--- config.mk ---
export PLATFORM = sky130hd
export DESIGN_NAME = pe_row_sched
export DESIGN_NICKNAME = d
export VERILOG_FILES = /design/src/rtl/pe_sched_pkg.sv /design/src/rtl/pe_pkt_fmt.sv /design/src/rtl/pe_row_sched.sv
export SDC_FILE = /design/constraint.sdc
export NUM_CORES = 1
export LEC_CHECK = 0
export CELL_PAD_IN_SITES_DETAIL_PLACEMENT = 0
export CELL_PAD_IN_SITES_GLOBAL_PLACEMENT = 1
export CORE_MARGIN = 3
export CORE_UTILIZATION = 35
export CTS_CLUSTER_DIAMETER = 80
export DETAILED_ROUTE_END_ITERATION = 16
export GPL_TIMING_DRIVEN = 0
export PLACE_DENSITY_LB_ADDON = 0.1
export SYNTH_ARGS = -nofsm -noshare
export SYNTH_HDL_FRONTEND = slang
export SYNTH_SLANG_ARGS = --single-unit
--- constraint.sdc ---
create_clock -name clk -period 2.7 [get_ports clk]
set_input_delay 0.405 -clock clk [delete_from_list [all_inputs] [get_ports clk]]
set_output_delay 0.405 -clock clk [all_outputs]
set_load 0.01 [all_outputs]
--- src/rtl/pe_sched_pkg.sv ---
// rtl/pe_sched_pkg.sv - shared types and packet field layout for the PE row scheduler
package pe_sched_pkg;

    typedef enum logic [2:0] {
        ST_IDLE,
        ST_SEND_FILT,
        ST_FETCH,
        ST_SEND_ROW,
        ST_WAIT_PSUM,
        ST_FINISH
    } sched_state_e;

    localparam logic [2:0] PKT_FILTER = 3'b000;
    localparam logic [2:0] PKT_IFMAP  = 3'b001;

    localparam int SRC_MSB  = 34;
    localparam int SRC_LSB  = 31;
    localparam int DST_MSB  = 30;
    localparam int DST_LSB  = 27;
    localparam int TYPE_MSB = 26;
    localparam int TYPE_LSB = 24;
    localparam int PAY_MSB  = 23;
    localparam int PAY_LSB  = 0;

endpackage

--- src/rtl/pe_pkt_fmt.sv ---
// rtl/pe_pkt_fmt.sv - packs {src, dest, type, payload} into a NoC packet
module pe_pkt_fmt
    import pe_sched_pkg::*;
#(
    parameter int WIDTH = 35
) (
    input  logic [3:0]       src_i,
    input  logic [3:0]       dest_i,
    input  logic [2:0]       type_i,
    input  logic [23:0]      payload_i,
    output logic [WIDTH-1:0] pkt_o
);

    always_comb begin
        pkt_o                    = '0;
        pkt_o[SRC_MSB:SRC_LSB]   = src_i;
        pkt_o[DST_MSB:DST_LSB]   = dest_i;
        pkt_o[TYPE_MSB:TYPE_LSB] = type_i;
        pkt_o[PAY_MSB:PAY_LSB]   = payload_i;
    end

endmodule

--- src/rtl/pe_row_sched.sv ---
// rtl/pe_row_sched.sv - sequences one PE through filter load and per-timestep ifmap rows, gated by psum acks
module pe_row_sched
    import pe_sched_pkg::*;
#(
    parameter int         WIDTH    = 35,
    parameter logic [3:0] SRC_ADDR = 4'b0000,
    parameter logic [3:0] PE_ADDR  = 4'b1011,
    parameter int         ROWS     = 10
) (
    input  logic             clk,
    input  logic             rst_n,
    input  logic             start,
    input  logic [3:0]       num_ts,
    input  logic [23:0]      filter_data,
    output logic             row_req,
    output logic [3:0]       row_ts,
    output logic [3:0]       row_idx,
    input  logic             row_valid,
    input  logic [4:0]       row_data,
    output logic             pkt_valid,
    input  logic             pkt_ready,
    output logic [WIDTH-1:0] pkt_data,
    input  logic             psum_ack,
    output logic             busy,
    output logic             done,
    output logic             err
);

    localparam logic [3:0] LAST_ROW = 4'(ROWS - 1);

    sched_state_e state_q, state_d;
    logic [3:0]   num_ts_q, num_ts_d;
    logic [23:0]  filt_q, filt_d;
    logic [3:0]   ts_cnt_q, ts_cnt_d;
    logic [3:0]   row_cnt_q, row_cnt_d;
    logic [4:0]   row_q, row_d;
    logic [1:0]   ack_cnt_q, ack_cnt_d;
    logic [1:0]   ack_need_q, ack_need_d;
    logic         err_q, err_d;
    logic [1:0]   need_now;
    logic [2:0]   pkt_type;
    logic [23:0]  pkt_payload;
    logic [WIDTH-1:0] pkt_w;

    // Last row of a timestep feeds only one S&T node; the others feed three.
    assign need_now = (row_cnt_q == LAST_ROW) ? 2'd1 : 2'd3;

    always_ff @(posedge clk or negedge rst_n) begin
        if (!rst_n) begin
            state_q    <= ST_IDLE;
            num_ts_q   <= 4'd1;
            filt_q     <= '0;
            ts_cnt_q   <= '0;
            row_cnt_q  <= '0;
            row_q      <= '0;
            ack_cnt_q  <= '0;
            ack_need_q <= '0;
            err_q      <= 1'b0;
        end else begin
            state_q    <= state_d;
            num_ts_q   <= num_ts_d;
            filt_q     <= filt_d;
            ts_cnt_q   <= ts_cnt_d;
            row_cnt_q  <= row_cnt_d;
            row_q      <= row_d;
            ack_cnt_q  <= ack_cnt_d;
            ack_need_q <= ack_need_d;
            err_q      <= err_d;
        end
    end

    always_comb begin
        state_d    = state_q;
        num_ts_d   = num_ts_q;
        filt_d     = filt_q;
        ts_cnt_d   = ts_cnt_q;
        row_cnt_d  = row_cnt_q;
        row_d      = row_q;
        ack_cnt_d  = ack_cnt_q;
        ack_need_d = ack_need_q;
        err_d      = err_q;
        case (state_q)
            ST_IDLE: begin
                if (psum_ack) err_d = 1'b1;
                if (start) begin
                    num_ts_d  = (num_ts == 4'd0) ? 4'd1 : num_ts;
                    filt_d    = filter_data;
                    ts_cnt_d  = '0;
                    row_cnt_d = '0;
                    ack_cnt_d = '0;
                    err_d     = 1'b0;
                    state_d   = ST_SEND_FILT;
                end
            end
            ST_SEND_FILT: begin
                if (psum_ack) err_d = 1'b1;
                if (pkt_ready) state_d = ST_FETCH;
            end
            ST_FETCH: begin
                if (psum_ack) err_d = 1'b1;
                if (row_valid) begin
                    row_d   = row_data;
                    state_d = ST_SEND_ROW;
                end
            end
            ST_SEND_ROW: begin
                if (psum_ack) begin
                    if (ack_cnt_q == need_now) err_d = 1'b1;
                    else ack_cnt_d = ack_cnt_q + 2'd1;
                end
                if (pkt_ready) begin
                    ack_need_d = need_now;
                    state_d    = ST_WAIT_PSUM;
                end
            end
            ST_WAIT_PSUM: begin
                if (ack_cnt_q == ack_need_q) begin
                    ack_cnt_d = '0;
                    if (psum_ack) err_d = 1'b1;
                    if (row_cnt_q < LAST_ROW) begin
                        row_cnt_d = row_cnt_q + 4'd1;
                        state_d   = ST_FETCH;
                    end else if (ts_cnt_q < num_ts_q - 4'd1) begin
                        row_cnt_d = '0;
                        ts_cnt_d  = ts_cnt_q + 4'd1;
                        state_d   = ST_FETCH;
                    end else begin
                        state_d = ST_FINISH;
                    end
                end else if (psum_ack) begin
                    ack_cnt_d = ack_cnt_q + 2'd1;
                end
            end
            ST_FINISH: begin
                if (psum_ack) err_d = 1'b1;
                state_d = ST_IDLE;
            end
            default: state_d = ST_IDLE;
        endcase
    end

    assign pkt_valid   = (state_q == ST_SEND_FILT) || (state_q == ST_SEND_ROW);
    assign pkt_type    = (state_q == ST_SEND_ROW) ? PKT_IFMAP : PKT_FILTER;
    assign pkt_payload = (state_q == ST_SEND_ROW) ? {19'b0, row_q} : filt_q;

    pe_pkt_fmt #(.WIDTH(WIDTH)) u_fmt (
        .src_i     (SRC_ADDR),
        .dest_i    (PE_ADDR),
        .type_i    (pkt_type),
        .payload_i (pkt_payload),
        .pkt_o     (pkt_w)
    );

    assign pkt_data = pkt_valid ? pkt_w : '0;
    assign row_req  = (state_q == ST_FETCH);
    assign row_ts   = ts_cnt_q;
    assign row_idx  = row_cnt_q;
    assign busy     = (state_q != ST_IDLE);
    assign done     = (state_q == ST_FINISH);
    assign err      = err_q;

endmodule

# ---- Word-level counts from Yosys, hierarchy flattened
# Cells that the tools add are included.
dict set report totals {
  regBits 49
  output_inout_bits 48
  wordCells 85
}
dict set report classes {
  n_addsub 4
  magnitude_cmp 2
  eq_ne 20
  mux 34
  reduce_logical 16
}
# operator n
set op_table {}
lappend op_table {{$mux 4} 8}
lappend op_table {{$mux 31} 1}
lappend op_table {{$mux 24} 1}
lappend op_table {{$mux 3} 7}
lappend op_table {{$ne 2x2->1 const B} 9}
lappend op_table {{$pmux 4 s2} 2}
lappend op_table {{$pmux 3 s5} 1}
lappend op_table {{$reduce_and 5->1} 3}
lappend op_table {{$mux 2} 6}
lappend op_table {{$add 4x1->4 const B} 2}
lappend op_table {{$reduce_and 4->1} 2}
lappend op_table {{$eq 3x2->1 const B} 2}
lappend op_table {{$eq 3x3->1 const B} 2}
lappend op_table {{$mux 1} 6}
lappend op_table {{$ne 3x3->1 const B} 2}
lappend op_table {{$pmux 2 s3} 1}
lappend op_table {{$reduce_and 2->1} 3}
lappend op_table {{$reduce_bool 3->1} 2}
lappend op_table {{$eq 2x2->1} 2}
lappend op_table {{$eq 4x4->1 const B} 1}
lappend op_table {{$logic_not 4->1} 1}
lappend op_table {{$lt 4x4->1} 1}
lappend op_table {{$lt 4x4->1 const B} 1}
lappend op_table {{$pmux 1 s4} 1}
lappend op_table {{9 further kinds} 9}

# ---- Longest topological paths before layout
# Gate-level depths: netlist of the first run.
dict set report logic_depth {
  word_depth 6
  ltp_mapped 8
  mapped_depth_nobuf 8
}

# ---- Hierarchy
# A second synthesis of the first run with hierarchy kept.
dict set report hier_totals {
  hier_cells 301
  area_unflattened_um2 3019.1
}
# mod instances cells_per_inst area_each_um2 seq_area_each_um2
set modules_own_cells {}
lappend modules_own_cells {pe_row_sched 1 266 2756.4 1227.4}
lappend modules_own_cells {pe_pkt_fmt 1 35 262.8 0.0}

# ---- Worst setup path before layout of the first run
# OpenSTA, ideal clock, no wires.
dict set report synth_timing {
  path_type {reg2reg}
  start {register num_ts_q[0]}
  end {register row_cnt_q[2] (netlist: row_idx[2])}
  arrival_time_ns 2.003
  t_required_ns 2.576
  slack_ns 0.573
  stages_incl_launch_ff 9
  n_path_buf 0
  path_cell_list {dfstp_2 inv_1 ha_1 ha_1 o21a_1 o211ai_1 a21oi_1 o211a_1 a211o_1}
}
dict set report synth_via {
  elab_chain_cells 4
}
# element line_no
set synth_rtl {}
lappend synth_rtl {{start, declared} pe_row_sched.sv:32} ;# logic [3:0] num_ts_q, num_ts_d;
lappend synth_rtl {{start signal, assigned} pe_row_sched.sv:61} ;# num_ts_q <= num_ts_d;
lappend synth_rtl {{$sub 4x1->4} pe_row_sched.sv:123} ;# end else if (ts_cnt_q < num_ts_q - 4'd1) begin
lappend synth_rtl {{$lt 4x4->1} pe_row_sched.sv:123}
lappend synth_rtl {{$ne 3x3->1 (no line)} -}
lappend synth_rtl {{$reduce_and 4->1 (no line)} -}
lappend synth_rtl {{end signal, assigned} pe_row_sched.sv:64} ;# row_cnt_q <= row_cnt_d;
lappend synth_rtl {{end, declared} pe_row_sched.sv:35} ;# logic [3:0] row_cnt_q, row_cnt_d;
# Every way passes these cells.
# A chain may end at the register's enable or synchronous reset.

# ---- Worst setup path in the final report of the first run
dict set report layout_timing {
  start {register state_q[0]}
  end {output pkt_data[16]}
}
dict set report layout_via {
  elab_chain_cells 3
  word_cells_on_any_way 5
  cone_classes {eq/ne (2); mux (2); reduce/logical (1)}
}
# element line_no
set layout_rtl {}
lappend layout_rtl {{start, declared} pe_row_sched.sv:31} ;# sched_state_e state_q, state_d;
lappend layout_rtl {{start signal, assigned} pe_row_sched.sv:60} ;# state_q <= state_d;
lappend layout_rtl {{$eq 3x2->1 / $eq 3x1->1 (equally long branches)} {pe_row_sched.sv:142, pe_row_sched.sv:144}}
lappend layout_rtl {{$mux 24 / $logic_or 1x1->1 (equally long branches)} {pe_row_sched.sv:144, pe_row_sched.sv:142}}
lappend layout_rtl {{$mux 31 (*)} pe_row_sched.sv:154} ;# assign pkt_data = pkt_valid ? pkt_w : '0;
lappend layout_rtl {{end, declared} pe_row_sched.sv:22} ;# output logic [WIDTH-1:0] pkt_data,
# Every way passes the cells marked *; elsewhere a longest branch is shown, timed or not.

==> results by group, run 1 <==
Run status
  – Status: completed

Yosys
  – Mapped Cells: 250
  – Mean Syn Cell Area: 10.87 um^2
  – Sequential-to-total area share from yosys stat: 45.19%
  – Number of enable flip-flop cells after synthesis: 0
  – Yosys synthesis warning count: 0
  – Number of distinct library cells after synthesis: 46
  – Cell area after technology mapping: 0.002716 mm^2
  – Async set-reset flop share out of synthesis: 100.0%
  – Number of synthesized register bits: 49
  – Main synth FF type: sky130_fd_sc_hd__dfrtp_1

Final layout
  – Total area of sequential cells: 0.001227 mm^2
  – Share of post-route cells with drive strength above 1: 18.31%
  – Util after Layout: 50.73%
  – Highest-count cells in the layout ignoring fill and taps: sky130_fd_sc_hd__clkdlybuf4s50_1 (78), sky130_fd_sc_hd__dfrtp_1 (48), sky130_fd_sc_hd__mux2_2 (26)
  – N_diodes: 0
  – Commonest non-fill, non-tap cell in the layout: sky130_fd_sc_hd__clkdlybuf4s50_1
  – Total area of multi-input combinational cells: 0.001340 mm^2
  – Layout-stage area growth over the synthesis result: 38.37%
  – Number of fillers in the final layout: 722
  – Post-Layout Cell Count: 443
  – Net count reported at finish: 390

Timing
  – Max Clk Rate: 395.3 MHz
  – Worst clock skew on the final layout: 0.005907 ns
  – Worst setup slack after layout: 0.1701 ns
  – Crit share post-route: 93.70%
  – # setup viols final: 0
  – Max-slew headroom at the worst pin: 60.64%
  – RSZ-0062 raised after global routing: no
  – Final Critical Period: 2.530 ns
  – Worst slew pin tran: 0.5865 ns
  – Final setup TNS: 0 ns
  – Hold violation total from the final report: 0
  – Max-slew violation count: 0

Drt
  – Met3 wirelength from detailed routing: 454 um
  – Via total after detailed routing: 2,146
  – Routed length per instance: 14.80 um
  – Total wire length: 6556 um
  – Top Layer Used: met4
  – Wire length on met2: 3038 um
  – Number of vias per cell after detailed routing: 4.844
  – Antenna violation net count after detailed routing: 0
  – Initial DRC Count: 75
  – Post-route DRC violation count: 0
  – DR pass1 iterations: 4
  – Met1 wire length: 3033 um

Power
  – Overall power of the completed layout: 3773 uW
  – Power density relative to cell area: 1004 mW/mm^2
  – Sequential group share of total power: 33.3%
  – Comb pwr share: 55.4%
  – VDD IR max: 441.0 uV
  – Switching fraction of total power: 36.85%
  – Net switching component of the power: 1390 uW
  – Leakage power: 0.001665 uW
  – Fraction of power consumed by the clock network: 11.4%
  – Cell-internal power: 2382 uW

Floorplan
  – Die footprint: 0.008854 mm^2
  – Die Width: 94.10 um
  – Floorplan row count: 31
  – Initial Util: 36.67%
  – Core region area: 0.007408 mm^2
  – Chip height: 94.10 um
  – I/O pins: 87

Global routing
  – Maximum number of pins on one net before global-route repair: 31
  – Overall global routing resource usage: 15.20%
  – Global-route wire length before repair: 10,610 um
  – Aggregate global routing overflow: 0
  – Vias in the first global route: 2,136
  – Number of antenna violations at the first check in global routing: 0

Worst setup path
  – Startpoint of the lowest-slack register-to-register path: num_ts_q[0]
  – Required arrival time at the worst endpoint: 2.30 ns
  – Arrival time at the worst endpoint: 2.12 ns
  – Crit path max fanout: 13
  – Critical path startpoint: state_q[0]
  – Nature of the critical path startpoint: register
  – Kind of end point of the critical path: output pin
  – Worst Path Class, Setup: register to output pin
  – Register-to-register setup slack: 0.38 ns

Clock network
  – Maximum count of clock buffers along a single path: 2
  – Maximum level of the CTS H-tree: 2
  – Clock-pin slew reported for the worst setup and hold paths after clock tree synthesis: 0.09 ns
  – Root buffer cell: sky130_fd_sc_hd__clkbuf_8
  – Hold buffer count at CTS: 0
  – CTS buffer count: 5
  – Setup repair bufs after CTS: 0
  – Sink count of the clock tree: 49
  – Clock latency reported for the late side of the worst-skew pair: 0.29 ns
  – Post-cts resize count: 2
  – TritonCTS clock tree: built

Run
  – Number of max-capacitance violations reported: 0

Place
  – DPL Wire Length: 4932 um
  – Routability cong.: 0.7543
  – Placed Cells: 435
  – Input/output buffers: 79
  – DP Worst Slack: 0.2032 ns

Min path
  – Worst Hold Class: primary input to asynchronous set/reset pin
## worst max-delay path: stages (launching register included)
cell	delay, ns
sky130_fd_sc_hd__dfrtp_1	0.45
sky130_fd_sc_hd__or2b_4	0.34
sky130_fd_sc_hd__inv_1	0.08
sky130_fd_sc_hd__buf_2	0.22
sky130_fd_sc_hd__and3_1	0.19
sky130_fd_sc_hd__clkdlybuf4s50_1	0.55
## power by group through the flow
stage	Combinational [uW]	Clock [uW]	Sequential [uW]
floorplan	1300	0	1220
global placement	2070	0	1260
detailed placement	2090	0	1270
CTS	2110	455	1260
global route	2300	485	1300
finish	2090	429	1250
## cell type report
| cell class | instances | share of cell area, % |
|---|---|---|
| Multi-Input combinational cell | 176 | 35.65 |
| Sequential cell | 49 | 32.66 |
| Timing Repair Buffer | 80 | 21.44 |
| Buffer | 22 | 3.828 |
| Tap cell | 99 | 3.296 |
| Clock buffer | 7 | 2.031 |
| Inverter | 9 | 0.8988 |
| Clock inverter | 1 | 0.1997 |
## synthesized netlist by cell type (4+ instances only)
master / n / area (um^2)
sky130_fd_sc_hd__mux2i_1: 7 / 70.07
sky130_fd_sc_hd__nor3_1: 4 / 20.02
sky130_fd_sc_hd__mux2_1: 7 / 78.83
sky130_fd_sc_hd__buf_4: 10 / 75.07
sky130_fd_sc_hd__buf_2: 5 / 25.02
sky130_fd_sc_hd__clkbuf_1: 5 / 18.77
sky130_fd_sc_hd__nor2_1: 14 / 52.55
sky130_fd_sc_hd__nor4_1: 4 / 25.02
sky130_fd_sc_hd__o21ai_0: 9 / 45.04
sky130_fd_sc_hd__inv_1: 8 / 30.03
sky130_fd_sc_hd__dfrtp_1: 48 / 1201
sky130_fd_sc_hd__a21o_1: 4 / 30.03
sky130_fd_sc_hd__nand3_1: 4 / 20.02
sky130_fd_sc_hd__mux2_2: 26 / 292.8
sky130_fd_sc_hd__and3_1: 20 / 125.1
sky130_fd_sc_hd__ha_1: 8 / 100.1
sky130_fd_sc_hd__o211ai_1: 4 / 30.03
sky130_fd_sc_hd__a21oi_1: 6 / 30.03
sky130_fd_sc_hd__nand2_1: 16 / 60.06
## metrics by stage
step           hold slack [ns]  cell area, um^2
5_1_grt                0.08248             3759
4_1_cts                0.07698             3755
2_1_floorplan           0.1094             2739
3_3_place_gp            0.4591             3654
3_5_place_dp            0.4072             3669
6_report               0.06384             3759
## kinds of logic after synthesis
group	Yosys count	synth area share (%)
AOI/OAI and AO/OA	42	11.47
xor gates and xnor gates	5	2.165
adders and majority gates	8	3.685
buffers and inverters	31	6.448
DFF	49	45.19
muxes	40	16.26
other	1	0.1381
and+or+nand+nor	74	14.65
## layer usage
| layer | up-vias | track usage (%) |
|---|---|---|
| li1 | 1061 | - |
| met1 | 1035 | 20.10 |
| met2 | 48 | 23.77 |
| met3 | 2 | 5.609 |
| met4 | 0 | 3.249 |
| met5 | - | 0 |
## registers in the layout, summed over array words and instances (netlist names)
signal	count
err	1
filt_q	24
ack_need_q	2
row_q	5
state_q	3
num_ts_q	4
row_ts	4
ack_cnt_q	2
row_idx	4
## final timing paths
check | cells past startpoint | end
worst max-delay path | 5 | pkt_data[16]
worst min-delay path | 1 | num_ts_q[1]
worst max register to register | 8 | row_ts[3]
worst min register to register | 1 | filt_q[12]
max in group asynchronous | 2 | num_ts_q[0]
min in group clk | 1 | filt_q[12]
No activity file was read; power rests on OpenSTA's default activity.
==> run 2, diff against run 1 <==
Settings changed: ABC_CLOCK_PERIOD_IN_PS set to 2700.
==> results of run 2 <==
The final DEF is identical to that of run 1; final timing and power are the same.
